[config.mk]
export PLATFORM = sky130hd
export DESIGN_NAME = buf_seq_ctrl_flat
export DESIGN_NICKNAME = d
export VERILOG_FILES = /design/src/rtl/buf_seq_ctrl_pkg.sv /design/src/rtl/buf_seq_ctrl_if.sv /design/src/rtl/buf_seq_ctrl_regfile.sv /design/src/rtl/buf_seq_ctrl.sv /design/src/flat_wrapper.sv
export SDC_FILE = /design/constraint.sdc
export NUM_CORES = 1
export LEC_CHECK = 0
export CAP_MARGIN = 10
export CORE_MARGIN = 1
export CORE_UTILIZATION = 52
export DETAILED_ROUTE_END_ITERATION = 16
export PLACE_DENSITY = 0.73
export SLEW_MARGIN = 40
export SYNTH_ARGS = -nofsm -noshare
export SYNTH_HDL_FRONTEND = slang
export SYNTH_SLANG_ARGS = --single-unit
[constraint.sdc]
create_clock -name clk -period 2.4 [get_ports clk]
set_input_delay 0.24 -clock clk [delete_from_list [all_inputs] [get_ports clk]]
set_output_delay 0.24 -clock clk [all_outputs]
set_load 0.1 [all_outputs]
[src/rtl/buf_seq_ctrl_pkg.sv]
// Shared definitions for the fill/drain buffer sequencer.
//   state_t   : sequencer states (IDLE, FILL, DRAIN)
//   WIDTH_DEF : default data bits per buffer entry
//   DEPTH_DEF : default number of buffer entries (power of two, >= 2)
package buf_seq_pkg;

    typedef enum logic [1:0] {
        ST_IDLE  = 2'd0,
        ST_FILL  = 2'd1,
        ST_DRAIN = 2'd2
    } state_t;

    localparam int WIDTH_DEF = 4;
    localparam int DEPTH_DEF = 8;

endpackage

[src/rtl/buf_seq_ctrl_if.sv]
// Handshake bundle between a producer/consumer and buf_seq_ctrl.
//   start, abort           : transaction control (master -> slave)
//   in_valid, in_data      : fill stream (master -> slave)
//   in_ready               : high while filling (slave -> master)
//   out_valid, out_data    : drain stream (slave -> master)
//   out_ready              : consumer accept (master -> slave)
//   busy, done, level      : status (slave -> master)
interface buf_seq_ctrl_if #(
    parameter int WIDTH = 4,
    parameter int DEPTH = 8
);
    logic                     start;
    logic                     abort;
    logic                     in_valid;
    logic [WIDTH-1:0]         in_data;
    logic                     in_ready;
    logic                     out_valid;
    logic [WIDTH-1:0]         out_data;
    logic                     out_ready;
    logic                     busy;
    logic                     done;
    logic [$clog2(DEPTH):0]   level;

    modport master (
        output start, abort, in_valid, in_data, out_ready,
        input  in_ready, out_valid, out_data, busy, done, level
    );

    modport slave (
        input  start, abort, in_valid, in_data, out_ready,
        output in_ready, out_valid, out_data, busy, done, level
    );
endinterface

[src/rtl/buf_seq_ctrl_regfile.sv]
// Buffer storage for buf_seq_ctrl: one synchronous write port, one
// asynchronous read port, and all entries cleared by the async reset.
//   clk, rstn      : clock, asynchronous active-low reset
//   we, waddr, wdata : write port
//   raddr, rdata   : combinational read port
module buf_regfile #(
    parameter int WIDTH = 4,
    parameter int DEPTH = 8
) (
    input  logic                     clk,
    input  logic                     rstn,
    input  logic                     we,
    input  logic [$clog2(DEPTH)-1:0] waddr,
    input  logic [WIDTH-1:0]         wdata,
    input  logic [$clog2(DEPTH)-1:0] raddr,
    output logic [WIDTH-1:0]         rdata
);
    logic [WIDTH-1:0] mem_q [DEPTH];

    always_ff @(posedge clk or negedge rstn) begin
        if (!rstn) begin
            for (int unsigned i = 0; i < DEPTH; i++) begin
                mem_q[i] <= '0;
            end
        end else if (we) begin
            mem_q[waddr] <= wdata;
        end
    end

    assign rdata = mem_q[raddr];
endmodule

[src/rtl/buf_seq_ctrl.sv]
// Fill/drain buffer sequencer. A start pulse begins a transaction that
// accepts DEPTH valid samples, then replays them in order to the consumer,
// pulsing done for one cycle after the last beat. abort cancels at any time.
//   clk, rstn : clock, asynchronous active-low reset
//   bus       : handshake bundle (slave side), see buf_seq_ctrl_if
module buf_seq_ctrl
    import buf_seq_pkg::*;
#(
    parameter int WIDTH = WIDTH_DEF,
    parameter int DEPTH = DEPTH_DEF
) (
    input  logic           clk,
    input  logic           rstn,
    buf_seq_ctrl_if.slave  bus
);
    localparam int PTR_W = $clog2(DEPTH);
    localparam int LVL_W = PTR_W + 1;

    state_t           state_q, state_d;
    logic [PTR_W-1:0] wr_ptr_q, wr_ptr_d;
    logic [PTR_W-1:0] rd_ptr_q, rd_ptr_d;
    logic [LVL_W-1:0] level_q, level_d;
    logic             in_ready_q, in_ready_d;
    logic             out_valid_q, out_valid_d;
    logic             busy_q, busy_d;
    logic             done_q, done_d;
    logic             we;
    logic [WIDTH-1:0] rd_data;

    always_comb begin
        state_d  = state_q;
        wr_ptr_d = wr_ptr_q;
        rd_ptr_d = rd_ptr_q;
        level_d  = level_q;
        done_d   = 1'b0;
        we       = 1'b0;

        if (bus.abort) begin
            state_d  = ST_IDLE;
            wr_ptr_d = '0;
            rd_ptr_d = '0;
            level_d  = '0;
        end else begin
            case (state_q)
                ST_IDLE: begin
                    if (bus.start) begin
                        state_d  = ST_FILL;
                        wr_ptr_d = '0;
                        rd_ptr_d = '0;
                        level_d  = '0;
                    end
                end
                ST_FILL: begin
                    if (bus.in_valid) begin
                        we       = 1'b1;
                        wr_ptr_d = wr_ptr_q + PTR_W'(1);
                        level_d  = level_q + LVL_W'(1);
                        if (level_q == LVL_W'(DEPTH - 1)) begin
                            state_d = ST_DRAIN;
                        end
                    end
                end
                ST_DRAIN: begin
                    // out_valid is high throughout DRAIN, so out_ready alone
                    // marks an accepted beat.
                    if (bus.out_ready) begin
                        rd_ptr_d = rd_ptr_q + PTR_W'(1);
                        level_d  = level_q - LVL_W'(1);
                        if (level_q == LVL_W'(1)) begin
                            state_d = ST_IDLE;
                            done_d  = 1'b1;
                        end
                    end
                end
                default: begin
                    state_d  = ST_IDLE;
                    wr_ptr_d = '0;
                    rd_ptr_d = '0;
                    level_d  = '0;
                end
            endcase
        end

        // Status flags are registered from the next state so they line up
        // with state_q without extra decode on the output.
        in_ready_d  = (state_d == ST_FILL);
        out_valid_d = (state_d == ST_DRAIN);
        busy_d      = (state_d != ST_IDLE);
    end

    always_ff @(posedge clk or negedge rstn) begin
        if (!rstn) begin
            state_q     <= ST_IDLE;
            wr_ptr_q    <= '0;
            rd_ptr_q    <= '0;
            level_q     <= '0;
            in_ready_q  <= 1'b0;
            out_valid_q <= 1'b0;
            busy_q      <= 1'b0;
            done_q      <= 1'b0;
        end else begin
            state_q     <= state_d;
            wr_ptr_q    <= wr_ptr_d;
            rd_ptr_q    <= rd_ptr_d;
            level_q     <= level_d;
            in_ready_q  <= in_ready_d;
            out_valid_q <= out_valid_d;
            busy_q      <= busy_d;
            done_q      <= done_d;
        end
    end

    buf_regfile #(
        .WIDTH (WIDTH),
        .DEPTH (DEPTH)
    ) u_regfile (
        .clk   (clk),
        .rstn  (rstn),
        .we    (we),
        .waddr (wr_ptr_q),
        .wdata (bus.in_data),
        .raddr (rd_ptr_q),
        .rdata (rd_data)
    );

    assign bus.in_ready  = in_ready_q;
    assign bus.out_valid = out_valid_q;
    assign bus.out_data  = rd_data;
    assign bus.busy      = busy_q;
    assign bus.done      = done_q;
    assign bus.level     = level_q;
endmodule

[src/flat_wrapper.sv]
// flat-port wrapper written by rule: the top's interface ports become plain ports
module buf_seq_ctrl_flat import buf_seq_pkg::*;
#(
    parameter int WIDTH = WIDTH_DEF,
    parameter int DEPTH = DEPTH_DEF
)
  (clk, rstn, bus_start, bus_abort, bus_in_valid, bus_in_data, bus_out_ready, bus_in_ready, bus_out_valid, bus_out_data, bus_busy, bus_done, bus_level);
  buf_seq_ctrl_if #(.WIDTH(WIDTH), .DEPTH(DEPTH)) bus_i ();
  input  logic clk;
  input  logic rstn;
  input wire logic [$bits(bus_i.start)-1:0] bus_start;
  input wire logic [$bits(bus_i.abort)-1:0] bus_abort;
  input wire logic [$bits(bus_i.in_valid)-1:0] bus_in_valid;
  input wire logic [$bits(bus_i.in_data)-1:0] bus_in_data;
  input wire logic [$bits(bus_i.out_ready)-1:0] bus_out_ready;
  output wire logic [$bits(bus_i.in_ready)-1:0] bus_in_ready;
  output wire logic [$bits(bus_i.out_valid)-1:0] bus_out_valid;
  output wire logic [$bits(bus_i.out_data)-1:0] bus_out_data;
  output wire logic [$bits(bus_i.busy)-1:0] bus_busy;
  output wire logic [$bits(bus_i.done)-1:0] bus_done;
  output wire logic [$bits(bus_i.level)-1:0] bus_level;
  assign bus_i.start = bus_start;
  assign bus_i.abort = bus_abort;
  assign bus_i.in_valid = bus_in_valid;
  assign bus_i.in_data = bus_in_data;
  assign bus_i.out_ready = bus_out_ready;
  assign bus_in_ready = bus_i.in_ready;
  assign bus_out_valid = bus_i.out_valid;
  assign bus_out_data = bus_i.out_data;
  assign bus_busy = bus_i.busy;
  assign bus_done = bus_i.done;
  assign bus_level = bus_i.level;
  buf_seq_ctrl #(.WIDTH(WIDTH), .DEPTH(DEPTH)) u_core (.clk(clk), .rstn(rstn), .bus(bus_i));
endmodule
==> run metrics <==
Worst Path Max Fanout 8; post-DP HPWL 3800 µm; Layout area overhead 18.2%; CP Buf/Inv Count 2; slowest CP cell mux4_2; Critical Path AT 1.95 ns; CTS root buf clkbuf_8; overall routing resource usage 22.1%; Area contributors post-synth dfrtp_1 48%, mux2_2 13%, mux4_2 7.3%; Hold/Removal Path Class in2async; port bufs 21; Finished Core Util 65.6%; min cycle time layout 2.19 ns; combinational share of power 28.1%; # IOs 22; hold slack final 0.451 ns; Die Y 71.1 µm; P_leak 1.41 nW; crit share post-route 91.3%; RD Place Congestion 0.826; Hold Buf Count CTS 1; layout cells sized above 1 36.1%; Vias/cell 5.92; unrepaired setup endpoints after global routing false; syn_nets 212; design area 2940 µm²; internal power 1.39 mW; sw frac 31.2%; Switch Pwr 628 µW; Worst Path Required 2.16 ns; clk buf depth 2; number of global-route vias before repair 1,697; startpoint class of the critical path register; Post-synth EDFFs 0; count leader, synth dfrtp_1; status complete, no violations; first-pass GRT wire length 8360 µm; Clock Latency Late Sink 0.30 ns; worst-margin pin slew 0.553 ns; initial antenna violation count 0; Distinct cells, synth 40; post-route ant nets 0; vias 1,651; YS warnings 0; Filler cells 330; TritonCTS clock tree done; Placement Cell Area 2820 µm²; sequential cell area fraction in the yosys report 48.4%; r2r setup slk 0.36 ns; PwrDens 686 nW/µm²; critical path type reg2out; Hold Fails Final Rpt 0; # setup viols final 0; Resized Gates After CTS 0; drt drc 0; Clk pwr share 28.2%; worst vdd ir 439 µV; gr ovfl total 0; CTS sink cnt 48; Fmax 456 MHz; max-slew violations 0; wire per inst 18.1 µm; Cells after Synth 193; Mapped Area 2480 µm²; Clk pin slew, worst setup/hold paths 0.09 ns; main flop type after synthesis dfrtp_1; post-CTS setup buffers 0; Max Cap Viol 0; 1st-iter DRT viols 52; Worst path top cell family by delay multiplexers; Post-Route WL 5050 µm; H-tree depth 2; die area 5060 µm²; initial core utilization 55.5%; largest net degree at the start of global routing 27; CP Cell Sequence buf_4 -> mux4_2 -> mux2_2 -> buf_12; top-area cell type share of the netlist area 48.4%; clock skew 0.00532 ns; post-route setup TNS 0 ns; Core Rows 24; # diodes 0; Post-synth ARST share 100%; register share of total power 43.8%; FF+latch count, synth 48; First-pass DRT Iterations 6; Pwr Total 2.02 mW; most frequent cells after synthesis 48 x dfrtp_1, 28 x mux2_2, 12 x nor2_1; cts bufs inserted 5; area leader, netlist dfrtp_1; crit end category primary output; CORE AREA 4470 µm²; final net count 245; Worst path max stage delay 0.53 ns; Max-slew headroom 63.2%; Syn Area/Cell 12.9 µm²; Die W 71.1 µm
## power groups by stage
stage	Clock, mW	Combinational (mW)	Sequential, mW
after floorplan	0	0.344	0.915
after global placement	0	0.557	0.896
after detailed placement	0	0.567	0.898
after CTS	0.583	0.569	0.883
after global routing	0.606	0.591	0.886
final	0.568	0.566	0.882
## logic make-up after synthesis
logic type	share of synthesized area [%]
muxes	26.0
DFF	48.4
buffers and inverters	3.32
and+or+nand+nor	11.4
adders and majority gates	4.53
AOI/OAI and AO/OA	6.35
## per-stage QoR
stage,worst slack (ns),cells
3_5_place_dp,0.306,270
3_3_place_gp,0.352,270
5_1_grt,0.132,279
4_1_cts,0.189,279
2_1_floorplan,0.0842,193
6_report,0.208,279
## sequential cells by signal (all words and copies together), names as in the netlist, 2 cells and up
name,flops
u_core.u_regfile.mem_q,32
u_core.bus.level,4
u_core.state_q,2
u_core.rd_ptr_q,3
u_core.wr_ptr_q,3
## cells in the final DEF (no fill, tap or decap), types with 8 or more instances in the layout
master and n:
nand2_1 10, mux4_2 8, ha_1 9, inv_1 9, dfrtp_1 48, clkdlybuf4s50_1 8, mux2_2 28, mux2_4 8
buf_4 20, nor2_1 12
## path summary, 6_finish.rpt
kind,cells past startpoint,startpoint,to
max,4,u_core.rd_ptr_q[0]$_DFFE_PN0P_,bus_out_data[3]
min,2,rstn,u_core.u_regfile.mem_q[15]$_DFFE_PN0P_
max reg2reg,8,u_core.state_q[1]$_DFF_PN0_,u_core.u_regfile.mem_q[5]$_DFFE_PN0P_
min reg2reg,1,u_core.u_regfile.mem_q[4]$_DFFE_PN0P_,u_core.u_regfile.mem_q[4]$_DFFE_PN0P_
max in group asynchronous,3,rstn,u_core.rd_ptr_q[1]$_DFFE_PN0P_
min in group clk,1,u_core.u_regfile.mem_q[4]$_DFFE_PN0P_,u_core.u_regfile.mem_q[4]$_DFFE_PN0P_
## layer usage
metal | wire length (µm) | track usage (%) | up-vias
li1 | - | - | 764
met1 | 2190 | 28.2 | 850
met2 | 2650 | 37.7 | 33
met3 | 190 | 5.70 | 4
met4 | 29 | 5.78 | 0
met5 | 0 | 0 | -
## final cells by class
cell class | instances | area (µm²) | share of cell area, %
clock buffer | 6 | 72.6 | 2.47
sequential | 48 | 1200 | 40.9
clock inverter | 2 | 35.0 | 1.19
multi-input combinational | 127 | 1200 | 40.9
timing repair buffer | 34 | 325 | 11.1
tap | 52 | 65.1 | 2.22
inverter | 10 | 37.5 | 1.28
(Power assumes the default switching activity.)
